File: src/rtl/phy_tx_lane_scheduler.sv
// Purpose: round-robin scheduler sharing one serial lane between two byte requesters, with comma preamble/idle fill.
// Latency: a byte is sampled on a load edge (every 8th cycle) and its MSB appears on data_out right after that edge.
// Backpressure: requesters hold valid+data until their pop pulse; valid is sampled only at byte boundaries.
// Optional feature: define PHY_TX_RESYNC_EN to force one comma after every RESYNC_PERIOD back-to-back data bytes.
module phy_tx_lane_scheduler #(
  parameter int unsigned SYNC_COMMAS   = 4,
  parameter logic [7:0]  COMMA         = 8'hBC,
  parameter int unsigned RESYNC_PERIOD = 16
) (
  input  logic       clk_32f,
  input  logic       default_values,
  input  logic [7:0] data_in_0,
  input  logic       valid_in_0,
  output logic       pop_0,
  input  logic [7:0] data_in_1,
  input  logic       valid_in_1,
  output logic       pop_1,
  output logic       data_out,
  output logic       byte_start,
  output logic       sync_done,
  output logic       sending_data,
  output logic       lane_id
);

  // Wide enough to hold the value SYNC_COMMAS itself (the count that ends the preamble).
  localparam int CW = (SYNC_COMMAS < 1) ? 1 : $clog2(SYNC_COMMAS + 1);

  typedef enum logic [0:0] {
    ST_SYNC = 1'b0,
    ST_RUN  = 1'b1
  } state_t;

  // A zero resync period would force commas forever and starve both lanes.
  if (RESYNC_PERIOD == 0) begin : g_bad_resync_period
    $error("phy_tx_lane_scheduler: RESYNC_PERIOD must be at least 1");
  end

  state_t        state;
  state_t        state_nxt;
  logic [2:0]    bit_cnt;
  logic [2:0]    bit_nxt;
  logic [7:0]    shreg;
  logic [CW-1:0] comma_cnt;
  logic [CW-1:0] comma_cnt_nxt;
  logic          last_lane;

  logic          is_load;
  logic          run_sel;
  logic          take_data;
  logic          pick_lane;
  logic [7:0]    load_byte;
  logic          force_comma;

`ifdef PHY_TX_RESYNC_EN
  localparam int RW = (RESYNC_PERIOD < 1) ? 1 : $clog2(RESYNC_PERIOD + 1);

  logic [RW-1:0] data_run;

  // Once RESYNC_PERIOD data bytes have gone out back to back, the next slot carries a comma.
  assign force_comma = (data_run == RW'(RESYNC_PERIOD));

  // Count consecutive data bytes; any comma (preamble, idle or forced) restarts the run.
  always_ff @(posedge clk_32f) begin
    if (default_values) begin
      data_run <= '0;
    end else if (is_load) begin
      data_run <= take_data ? data_run + RW'(1) : '0;
    end
  end
`else
  assign force_comma = 1'b0;
`endif

  // State register: the FSM only advances on load edges (gated in the next-state logic).
  always_ff @(posedge clk_32f) begin
    if (default_values) begin
      state <= ST_SYNC;
    end else begin
      state <= state_nxt;
    end
  end

  // Next-state and byte selection for the coming load edge.
  always_comb begin
    is_load       = (bit_cnt == 3'd7);
    bit_nxt       = bit_cnt + 3'd1;
    state_nxt     = state;
    comma_cnt_nxt = comma_cnt;
    run_sel       = 1'b0;
    take_data     = 1'b0;
    pick_lane     = last_lane;
    load_byte     = COMMA;

    if (is_load) begin
      case (state)
        ST_SYNC: begin
          // The load that sees the full preamble count already uses run-mode selection.
          if (comma_cnt == CW'(SYNC_COMMAS)) begin
            state_nxt = ST_RUN;
            run_sel   = 1'b1;
          end else begin
            comma_cnt_nxt = comma_cnt + CW'(1);
          end
        end
        ST_RUN: begin
          run_sel = 1'b1;
        end
        default: begin
          state_nxt = ST_SYNC;
        end
      endcase
    end

    // Round robin: on a tie the lane that did not win last time goes; a lone requester always wins.
    if (run_sel && !force_comma && (valid_in_0 || valid_in_1)) begin
      take_data = 1'b1;
      if (valid_in_0 && valid_in_1) begin
        pick_lane = ~last_lane;
      end else begin
        pick_lane = valid_in_1;
      end
      load_byte = pick_lane ? data_in_1 : data_in_0;
    end
  end

  // Datapath: capture a byte on load edges, otherwise walk the held byte out MSB first.
  always_ff @(posedge clk_32f) begin
    if (default_values) begin
      shreg        <= 8'h00;
      data_out     <= 1'b0;
      byte_start   <= 1'b0;
      bit_cnt      <= 3'd7;
      comma_cnt    <= '0;
      sync_done    <= 1'b0;
      pop_0        <= 1'b0;
      pop_1        <= 1'b0;
      sending_data <= 1'b0;
      lane_id      <= 1'b0;
      last_lane    <= 1'b1;
    end else if (is_load) begin
      shreg        <= load_byte;
      data_out     <= load_byte[7];
      byte_start   <= 1'b1;
      bit_cnt      <= 3'd0;
      comma_cnt    <= comma_cnt_nxt;
      sync_done    <= sync_done | (state_nxt == ST_RUN);
      pop_0        <= take_data & ~pick_lane;
      pop_1        <= take_data & pick_lane;
      sending_data <= take_data;
      if (take_data) begin
        lane_id   <= pick_lane;
        last_lane <= pick_lane;
      end
    end else begin
      data_out   <= shreg[3'd7 - bit_nxt];
      byte_start <= 1'b0;
      bit_cnt    <= bit_nxt;
      pop_0      <= 1'b0;
      pop_1      <= 1'b0;
    end
  end

endmodule

File: config.mk
export PLATFORM = sky130hd
export DESIGN_NAME = phy_tx_lane_scheduler
export DESIGN_NICKNAME = d
export VERILOG_FILES = /design/src/rtl/phy_tx_lane_scheduler.sv
export SDC_FILE = /design/constraint.sdc
export NUM_CORES = 1
export LEC_CHECK = 0
export BUFFER_PORTS_ARGS = -buffer_cell sky130_fd_sc_hd__buf_2
export CORE_MARGIN = 2
export CORE_UTILIZATION = 49
export CTS_CLUSTER_SIZE = 25
export DETAILED_ROUTE_END_ITERATION = 10
export PLACE_DENSITY_LB_ADDON = 0.1
export SLEW_MARGIN = 25
export SYNTH_ARGS = -nofsm -noshare
export SYNTH_HDL_FRONTEND = slang
export SYNTH_SLANG_ARGS = --single-unit
File: constraint.sdc
create_clock -name clk_32f -period 2.2 [get_ports clk_32f]
set_input_delay 0.44 -clock clk_32f [delete_from_list [all_inputs] [get_ports clk_32f]]
set_output_delay 0.44 -clock clk_32f [all_outputs]
set_load 0.02 [all_outputs]
==> results.md, run 1 <==
- Share of cells above drive strength 1: 32.5%
- H-Tree Depth: 1
- Clk_lat worst skew: 0.31 ns
- DP HPWL: 1430 microns
- CP dominant cell by count: ha_1
- Die H: 48.5 microns
- Final non-filler cell total: 153
- Post-synthesis average cell area: 9.82 sq um
- Yosys cell types: 33
- Post_cts resized: 0
- Clock Sinks: 23
- # diodes: 0
- Worst path max stage delay: 0.47 ns
- Slowest-stage cell, CP: dfxtp_1
- Sum Neg Setup Slack: 0 ns
- Synth Cell Area: 972 sq um
- Die area: 2360 sq um
- Via density: 5.03
- Final period util: 86.3%
- Initial antenna violation count: 0
- Pin count of the biggest net entering global routing: 24
- DR pass1 iterations: 4
- CP arrival: 2.15 ns
- Setup violations, final: 0
- Initial Util: 50.6%
- Die X: 48.5 microns
- RSZ-0062 raised after global routing: no
- Clock buffer depth: 2
- CP required: 2.45 ns
- Top cell type's share of synthesized area: 47.4%
- Most frequent cells in the layout: 26 x buf_2, 23 x dfxtp_1, 17 x nor2_1, 6 x mux2i_1
- Period minus WS final: 1.90 ns
- Worst Max-Slew Pin Slew: 0.529 ns
- Commonest non-fill, non-tap cell in the layout: buf_2
- Worst path top cell family by delay: simple AND/OR/NAND/NOR gates
- Worst Setup End Kind: flop
- Rel. slew slack: 64.6%
- Num rows: 16
- Crit path buf inv count: 2
- Post-synthesis net count: 123
- Num CTS Buffers: 3
- Largest registers: shreg x8, bit_cnt x3, comma_cnt x3
- CP Max Fanout: 7
- Cts hold-fix bufs: 0
- HP Class: in -> reg
- Last weighted congestion value of the routability-driven placer: 0.722
- Drt total wl: 1960 microns
- Synth top area cells: dfxtp_1 47%, nor2_1 6.6%, mux2i_1 6.2%, ha_1 5.1%, mux2_2 4.6%
- Top Ports: 27
- CTS tree: built
- Top reg by flops: shreg
- Max VDD drop: 473 uV
- Final antenna-violating net count: 0
- Synthesized instance count: 99
- Max_cap viols: 0
- Cell Pwr Density: 833 nW/um^2
- Final hold viol count: 0
- Layout net count: 151
- Max reg flops: 8
- CTS clk-pin slew, worst paths: 0.12 ns
- Post-CTS Setup Inserts: 0
- First-pass GRT wire length: 3260 microns
- 1st-iter DRT viols: 10
- P_leak: 0.503 nW
- Layout overhead on the synthesized area: 19.2%
- Grt total ovfl: 0
- Number of global-route vias before repair: 739
- Largest area contributor in the netlist: dfxtp_1
- Warnings from Yosys: 0
- Core Region: 1920 sq um
- Via Count: 770
- Status: completed
- WS Path Type: reg -> reg
- # DRC: 0
- Critical-path cell list: ha_1 -> ha_1 -> inv_1 -> buf_4 -> nor3_2 -> a22oi_1 -> nor2_1
- Fmax achieved: 0.527 GHz
- Cells after DPL: 149
- DR WL/cell: 12.8 microns
- Port Buffers: 26
- Seq/Total Area, Yosys: 47.4%
- Synth Register Bits: 23
- Pins Over Slew Limit: 0
- CP Launch Type: flop
- Overall Global Routing Usage: 17.8%
- Root buffer cell: clkbuf_4
- Layout Skew: 0.00429 ns
[through the flow]
stage	total power (W)	util (%)	area (sq um)	hold WS, ns	setup WS, ns
detailed placement	0.000784	58.9	1130	0.448	0.331
floorplan	0.000700	-	972	0.430	0.467
global route	0.00102	60.3	1160	0.471	0.130
global placement	0.000770	58.9	1130	0.444	0.412
CTS	0.000970	60.3	1160	0.462	0.309
finish	0.000965	60.3	1160	0.465	0.302
[cell usage after synthesis, drive strengths merged]
library cell / n
ha: 4
inv: 3
buf: 2
nor3: 2
o22ai: 1
nand3b: 1
xor2: 1
xnor2: 1
a21oi: 5
or3: 1
nand3: 3
nand2: 3
nor3b: 1
a211oi: 4
a31oi: 1
o21ai: 1
clkbuf: 4
a211o: 1
nor2: 17
o2111ai: 1
o21bai: 1
mux4: 1
a21o: 1
dfxtp: 23
mux2i: 6
nor2b: 1
a21boi: 1
or2: 1
mux2: 4
a22oi: 3
[path summary, 6_finish.rpt]
| kind | slack [ns] | startpoint | depth (start not counted) | end |
|---|---|---|---|---|
| worst max-delay path | 0.30 | bit_cnt[0] | 7 | shreg[6] |
| worst min-delay path | 0.46 | data_in_0[5] | 3 | shreg[5] |
| worst max register to register | 0.30 | bit_cnt[0] | 7 | shreg[6] |
| worst min register to register | 0.47 | sending_data | 2 | sending_data |
[worst reg2reg max path, delay by kind of cell, from the launching register on]
| kind | cells | cell delay, ns |
|---|---|---|
| compound gates | 1 | 0.13 |
| fa+ha+maj | 2 | 0.36 |
| buf+inv | 2 | 0.31 |
| flops | 1 | 0.47 |
| simple gates | 2 | 0.58 |
[metal layers]
metal | share of wire, % | global-route usage, %
met1 | 48 | 21.1
met2 | 48 | 31.9
met3 | 3.5 | 4.94
met4 | 0.20 | 3.81
met5 | 0 | 0
[cell type report]
| class | count | area [sq um] |
|---|---|---|
| clock buffers | 3 | 22.5 |
| fillers | 178 | 763 |
| flip-flops and latches | 23 | 460 |
| repair buffers | 29 | 153 |
| inverters | 3 | 11.3 |
| clock inverters | 1 | 5.00 |
| multi-input cells | 67 | 473 |
| well taps | 27 | 33.8 |
[power by group]
group          internal (W)  switching (W)  leakage, nW  total [W]
logic              0.000130       0.000148        0.297   0.000277
clock network     0.0000679       0.000123       0.0177   0.000191
registers          0.000468      0.0000284        0.188   0.000496
total              0.000666       0.000299        0.503   0.000965
[logic make-up after synthesis]
| kind of cell | synth area share (%) |
|---|---|
| compound gates | 14.3 |
| mux | 13.1 |
| buf+inv | 3.99 |
| simple gates | 14.3 |
| fa+ha+maj | 5.15 |
| flops | 47.4 |
| xor+xnor | 1.80 |
Power figures use the tool's default switching activity.
==> run 2: changes to the inputs <==
--- a/config.mk
+++ b/config.mk
@@ -5,11 +5,11 @@
 export SDC_FILE = /design/constraint.sdc
 export NUM_CORES = 1
 export LEC_CHECK = 0
-export BUFFER_PORTS_ARGS = -buffer_cell sky130_fd_sc_hd__buf_2
 export CORE_MARGIN = 2
-export CORE_UTILIZATION = 49
+export CORE_UTILIZATION = 51
 export CTS_CLUSTER_SIZE = 25
 export DETAILED_ROUTE_END_ITERATION = 10
+export DONT_BUFFER_PORTS = 1
 export PLACE_DENSITY_LB_ADDON = 0.1
 export SLEW_MARGIN = 25
 export SYNTH_ARGS = -nofsm -noshare
==> results.md, run 2 (synthesized netlist as in run 1, its figures left out) <==
- Status: completed (unchanged)
- Setup violations, final: 0 (unchanged)
- # diodes: 0 (unchanged)
- Worst path top cell family by delay: adder cells (was simple AND/OR/NAND/NOR gates)
- P_leak: 0.390 nW (was 0.503 nW)
- Clk_lat worst skew: 0.30 ns (was 0.31 ns)
- Final Cell Area: 1030 sq um (was 1160 sq um)
- Cell Pwr Density: 902 nW/um^2 (was 833 nW/um^2)
- Via density: 5.54 (was 5.03)
- CP Launch Type: flop (unchanged)
- H-Tree Depth: 1 (unchanged)
- Final non-filler cell total: 125 (was 153)
- Max_cap viols: 0 (unchanged)
- Clock buffer depth: 2 (unchanged)
- Layout Skew: 0.00321 ns (was 0.00429 ns)
- CP required: 2.40 ns (was 2.45 ns)
- Clock Sinks: 23 (unchanged)
- Root buffer cell: clkbuf_4 (unchanged)
- Internal Pwr Total: 0.000648 W (was 0.000666 W)
- Worst Max-Slew Pin Slew: 0.486 ns (was 0.529 ns)
- Flop2flop setup slack: 0.36 ns (was 0.30 ns)
- Worst path max stage delay: 0.52 ns (was 0.47 ns)
- Pin count of the biggest net entering global routing: 24 (unchanged)
- Reg2reg path depth: 5 (was 7)
- Rel. slew slack: 67.4% (was 64.6%)
- Die H: 47.7 microns (was 48.5 microns)
- RSZ-0062 raised after global routing: no (unchanged)
- Drt total wl: 1720 microns (was 1960 microns)
- CP Max Fanout: 5 (was 7)
- Sum Neg Setup Slack: 0 ns (unchanged)
- Num CTS Buffers: 3 (unchanged)
- Top Ports: 27 (unchanged)
- Largest registers: shreg x8, bit_cnt x3, comma_cnt x3 (unchanged)
- Critical-path cell list: ha_1 -> ha_1 -> mux4_2 -> o2111ai_1 -> a21oi_1 (was ha_1 -> ha_1 -> inv_1 -> buf_4 -> nor3_2 -> a22oi_1 -> nor2_1)
- Critical path depth: 5 (was 7)
- Grt total ovfl: 0 (unchanged)
- Via Count: 693 (was 770)
- Die area: 2270 sq um (was 2360 sq um)
- First-pass GRT wire length: 2800 microns (was 3260 microns)
- Commonest non-fill, non-tap cell in the layout: dfxtp_1 (was buf_2)
- Port Buffers: 0 (was 26)
- Cells after DPL: 121 (was 149)
- Pins Over Slew Limit: 0 (unchanged)
- Layout net count: 125 (was 151)
- Max VDD drop: 478 uV (was 473 uV)
- CTS tree: built (unchanged)
- Die X: 47.7 microns (was 48.5 microns)
- Initial Util: 55.1% (was 50.6%)
- Top reg by flops: shreg (unchanged)
- Share of power burned in registers: 54.9% (was 51.5%)
- CP dominant cell by count: ha_1 (unchanged)
- Share of cells above drive strength 1: 15.0% (was 32.5%)
- HP Class: in -> reg (unchanged)
- Fillcell total: 186 (was 178)
- Num rows: 15 (was 16)
- DR WL/cell: 13.7 microns (was 12.8 microns)
- Post-CTS Setup Inserts: 0 (unchanged)
- Last weighted congestion value of the routability-driven placer: 0.806 (was 0.722)
- Final antenna-violating net count: 0 (unchanged)
- WS Path Type: reg -> reg (unchanged)
- Hold path depth: 1 (was 3)
- Period minus WS final: 1.84 ns (was 1.90 ns)
- Post-Place Worst Slack: 0.366 ns (was 0.331 ns)
- Number of global-route vias before repair: 637 (was 739)
- Crit path buf inv count: 0 (was 2)
- Post-DP Area: 998 sq um (was 1130 sq um)
- DR pass1 iterations: 4 (unchanged)
- Most frequent cells in the layout: 23 x dfxtp_1, 17 x nor2_1, 6 x mux2i_1 (was 26 x buf_2, 23 x dfxtp_1, 17 x nor2_1, 6 x mux2i_1)
- Cts hold-fix bufs: 0 (unchanged)
- Worst Setup End Kind: flop (unchanged)
- Overall Global Routing Usage: 17.8% (about the same)
- Core Region: 1760 sq um (was 1920 sq um)
- Clock power frac: 20.4% (was 19.8%)
- Max reg flops: 8 (unchanged)
- WHS: 0.184 ns (was 0.465 ns)
- # DRC: 0 (unchanged)
- Final period util: 83.7% (was 86.3%)
- Layout overhead on the synthesized area: 5.53% (was 19.2%)
- Final hold viol count: 0 (unchanged)
- CTS clk-pin slew, worst paths: 0.12 ns (about the same)
- DP HPWL: 1240 microns (was 1430 microns)
- Fmax achieved: 0.543 GHz (was 0.527 GHz)
- Gate power share: 24.7% (was 28.8%)
- Switching Share: 30.0% (was 31.0%)
- 1st-iter DRT viols: 7 (was 10)
- CP arrival: 2.05 ns (was 2.15 ns)
- Slowest-stage cell, CP: mux4_2 (was dfxtp_1)
- Setup ws final: 0.359 ns (was 0.302 ns)
- Post_cts resized: 0 (unchanged)
- Initial antenna violation count: 0 (unchanged)
- Switching pwr: 0.000278 W (was 0.000299 W)
==> run 2: final timing paths <==
path,from,end
worst max-delay path,bit_cnt[0],data_out
worst min-delay path,default_values,byte_start
worst max register to register,bit_cnt[0],data_out
worst min register to register,last_lane,last_lane
==> run 2: power groups by stage <==
| stage | combinational [W] | sequential, W | clock [W] |
|---|---|---|---|
| 3_5_place_dp | 0.000233 | 0.000517 | 0 |
| 3_3_place_gp | 0.000222 | 0.000518 | 0 |
| 6_report | 0.000229 | 0.000508 | 0.000189 |
| 4_1_cts | 0.000233 | 0.000508 | 0.000196 |
| 5_1_grt | 0.000267 | 0.000514 | 0.000207 |
| 2_1_floorplan | 0.000190 | 0.000510 | 0 |
==> run 2: metrics by stage <==
stage	power, W	util, %
2_1_floorplan	0.000700	-
3_3_place_gp	0.000740	56.6
3_5_place_dp	0.000750	56.6
4_1_cts	0.000937	58.2
5_1_grt	0.000988	58.2
6_report	0.000926	58.2
==> run 2: area by class of cell <==
class | instances | area (sq um) | share of cell area (%)
clock buffer | 3 | 22.5 | 2.20
clock inverter | 1 | 5.00 | 0.488
inverter | 3 | 11.3 | 1.10
multi-input combinational | 67 | 473 | 46.1
sequential | 23 | 460 | 44.9
tap | 25 | 31.3 | 3.05
timing repair buffer | 3 | 22.5 | 2.20
==> run 2: worst register-to-register path: stages (launching register included) <==
cell	delay, ns
dfxtp_1	0.39
ha_1	0.22
ha_1	0.34
mux4_2	0.52
o2111ai_1	0.18
a21oi_1	0.09
==> run 2: routing by layer <==
layer | GRT usage [%] | share of wire [%]
met1 | 22.6 | 47
met2 | 29.5 | 49
met3 | 3.40 | 3.0
met4 | 8.11 | 1.0
met5 | 0 | 0
==> run 3: changes to the inputs <==
==> constraint.sdc (replaced) <==
create_clock -name clk_32f -period 1.6 [get_ports clk_32f]
set_input_delay 0.32 -clock clk_32f [delete_from_list [all_inputs] [get_ports clk_32f]]
set_output_delay 0.32 -clock clk_32f [all_outputs]
set_load 0.02 [all_outputs]
==> results.md, run 3 (synthesized netlist as in run 1, its figures left out) <==
- Largest registers: shreg x8, bit_cnt x3, comma_cnt x3 (unchanged)
- Port Buffers: 0 (unchanged)
- Rel. slew slack: 77.7% (was 67.4%)
- Slowest-stage cell, CP: mux4_2 (unchanged)
- CP Launch Type: flop (unchanged)
- Share of cells above drive strength 1: 23.5% (was 15.0%)
- Layout Skew: 0.00660 ns (was 0.00321 ns)
- Switching pwr: 0.000407 W (was 0.000278 W)
- DR WL/cell: 13.2 microns (was 13.7 microns)
- Hold path depth: 1 (unchanged)
- CTS tree: built (unchanged)
- Clock power frac: 19.7% (was 20.4%)
- Overall Global Routing Usage: 18.9% (was 17.8%)
- Top Ports: 27 (unchanged)
- Reg2reg path depth: 5 (unchanged)
- Post-Place Worst Slack: -0.0288 ns (was 0.366 ns)
- Hold path start: default_values (unchanged)
- Clk_lat worst skew: 0.31 ns (was 0.30 ns)
- Cell Pwr Density: 1230 nW/um^2 (was 902 nW/um^2)
- CP required: 1.81 ns (was 2.40 ns)
- Die X: 47.7 microns (unchanged)
- Fillcell total: 169 (was 186)
- CP Max Fanout: 4 (was 5)
- Final Cell Area: 1090 sq um (was 1030 sq um)
- Worst path top cell family by delay: multiplexers (was adder cells)
- Status: finished with violations (was completed)
- Max reg flops: 8 (unchanged)
- Drt total wl: 1670 microns (was 1720 microns)
- Area of the multi-input gates: 520 sq um (was 473 sq um)
- Pins Over Slew Limit: 0 (unchanged)
- Register area: 463 sq um (was 460 sq um)
- Fmax achieved: 0.620 GHz (was 0.543 GHz)
- Post-CTS Setup Inserts: 0 (unchanged)
- Switching Share: 30.3% (was 30.0%)
- Gate power share: 28.0% (was 24.7%)
- Last weighted congestion value of the routability-driven placer: 0.778 (was 0.806)
- P_leak: 0.408 nW (was 0.390 nW)
- RSZ-0062 raised after global routing: yes (was no)
- H-Tree Depth: 1 (unchanged)
- Critical path depth: 5 (unchanged)
- Final antenna-violating net count: 0 (unchanged)
- Num rows: 15 (unchanged)
- Setup violations, final: 1 (was 0)
- Crit path buf inv count: 0 (unchanged)
- Top reg by flops: shreg (unchanged)
- Core Region: 1760 sq um (unchanged)
- WS Path Type: reg -> reg (unchanged)
- Final hold viol count: 0 (unchanged)
- Final period util: 101% (was 83.7%)
- Commonest non-fill, non-tap cell in the layout: dfxtp_1 (unchanged)
- Die area: 2270 sq um (unchanged)
- Num CTS Buffers: 3 (unchanged)
- Layout overhead on the synthesized area: 12.2% (was 5.53%)
- Internal Pwr Total: 0.000935 W (was 0.000648 W)
- Initial antenna violation count: 0 (unchanged)
- M1 WL: 775 microns (was 809 microns)
- Setup ws final: -0.0119 ns (was 0.359 ns)
- CP arrival: 1.82 ns (was 2.05 ns)
- Via density: 5.55 (was 5.54)
- Critical-path cell list: ha_4 -> ha_4 -> mux4_2 -> o2111ai_2 -> a21oi_1 (was ha_1 -> ha_1 -> mux4_2 -> o2111ai_1 -> a21oi_1)
- Top Layer Used: met4 (unchanged)
- Period minus WS final: 1.61 ns (was 1.84 ns)
- Max_cap viols: 0 (unchanged)
- Pin count of the biggest net entering global routing: 24 (unchanged)
- Metal2 WL: 798 microns (was 836 microns)
- Worst Max-Slew Pin Slew: 0.333 ns (was 0.486 ns)
- HP Class: in -> reg (unchanged)
- CTS clk-pin slew, worst paths: 0.13 ns (was 0.12 ns)
- # diodes: 0 (unchanged)
- Crit. Startpoint: bit_cnt[0] (unchanged)
- DR pass1 iterations: 4 (unchanged)
- Clock Sinks: 23 (unchanged)
- Clock buffer depth: 2 (unchanged)
- Post-DP Area: 1030 sq um (was 998 sq um)
- Die H: 47.7 microns (unchanged)
- Via Count: 705 (was 693)
- Cts hold-fix bufs: 0 (unchanged)
- Initial Util: 55.1% (unchanged)
- R2R Path Start: bit_cnt[0] (unchanged)
- Most frequent cells in the layout: 21 x dfxtp_1, 17 x nor2_1, 6 x mux2i_1, 5 x buf_4 (was 23 x dfxtp_1, 17 x nor2_1, 6 x mux2i_1)
- Failing checks: negative setup slack
- CP dominant cell by count: ha_4 (was ha_1)
- Share of power burned in registers: 52.3% (was 54.9%)
- Number of global-route vias before repair: 647 (was 637)
- Root buffer cell: clkbuf_4 (unchanged)
- Metal3 WL: 60 microns (was 51 microns)
- DP HPWL: 1200 microns (was 1240 microns)
- Worst path max stage delay: 0.50 ns (was 0.52 ns)
- Sum Neg Setup Slack: -0.0119 ns (was 0 ns)
- Grt total ovfl: 0 (unchanged)
- 1st-iter DRT viols: 1 (was 7)
- Max VDD drop: 793 uV (was 478 uV)
- First-pass GRT wire length: 2880 microns (was 2800 microns)
- Worst Setup End Kind: flop (unchanged)
- # DRC: 0 (unchanged)
- Layout net count: 127 (was 125)
[run 3: repair_timing]
item                                   4_1_cts  5_1_grt
endpoints found under the hold margin        0        0
resized for setup                            5        1
setup endpoints to repair                    2        3
pin swaps                                    0        1
[run 3: metrics by stage]
stage                     hold WS (ns)  util, %  total power (W)  std cells
after floorplan                  0.392        -         0.000986         99
after global placement           0.392     58.4          0.00105        123
after detailed placement         0.390     58.4          0.00106        123
after CTS                       0.0459     61.6          0.00135        127
after global routing            0.0318     61.8          0.00143        127
final                           0.0532     61.8          0.00134        127
[run 3: area by class of cell]
| cell class | instances | area share, % |
|---|---|---|
| multi-input combinational | 67 | 47.7 |
| tap | 25 | 2.87 |
| clock inverter | 1 | 0.459 |
| sequential | 23 | 42.4 |
| inverter | 3 | 1.03 |
| clock buffer | 3 | 2.06 |
| timing repair buffer | 5 | 3.44 |
[run 3: layer usage]
metal | GRT usage, % | vias to the layer above
li1 | - | 353
met1 | 21.0 | 332
met2 | 32.4 | 16
met3 | 4.91 | 4
met4 | 10.8 | 0
met5 | 0 | -
[run 3: path summary, 6_finish.rpt]
check,endpoint,slack [ns]
worst min register to register,comma_cnt[1],0.48
worst min-delay path,byte_start,0.05
worst max-delay path,data_out,-0.01
worst max register to register,data_out,-0.01
[run 3: power by group through the flow]
stage	clock network, W	logic, W	registers [W]
floorplan	0	0.000280	0.000706
global placement	0	0.000337	0.000710
detailed placement	0	0.000346	0.000712
CTS	0.000275	0.000374	0.000704
global route	0.000297	0.000423	0.000712
finish	0.000264	0.000376	0.000702
[run 3: worst reg2reg max path, cell delays in order, from the launching register on]
cell and delay (ns):
dfxtp_2 0.35, ha_4 0.16, ha_4 0.27, mux4_2 0.50
o2111ai_2 0.17, a21oi_1 0.08
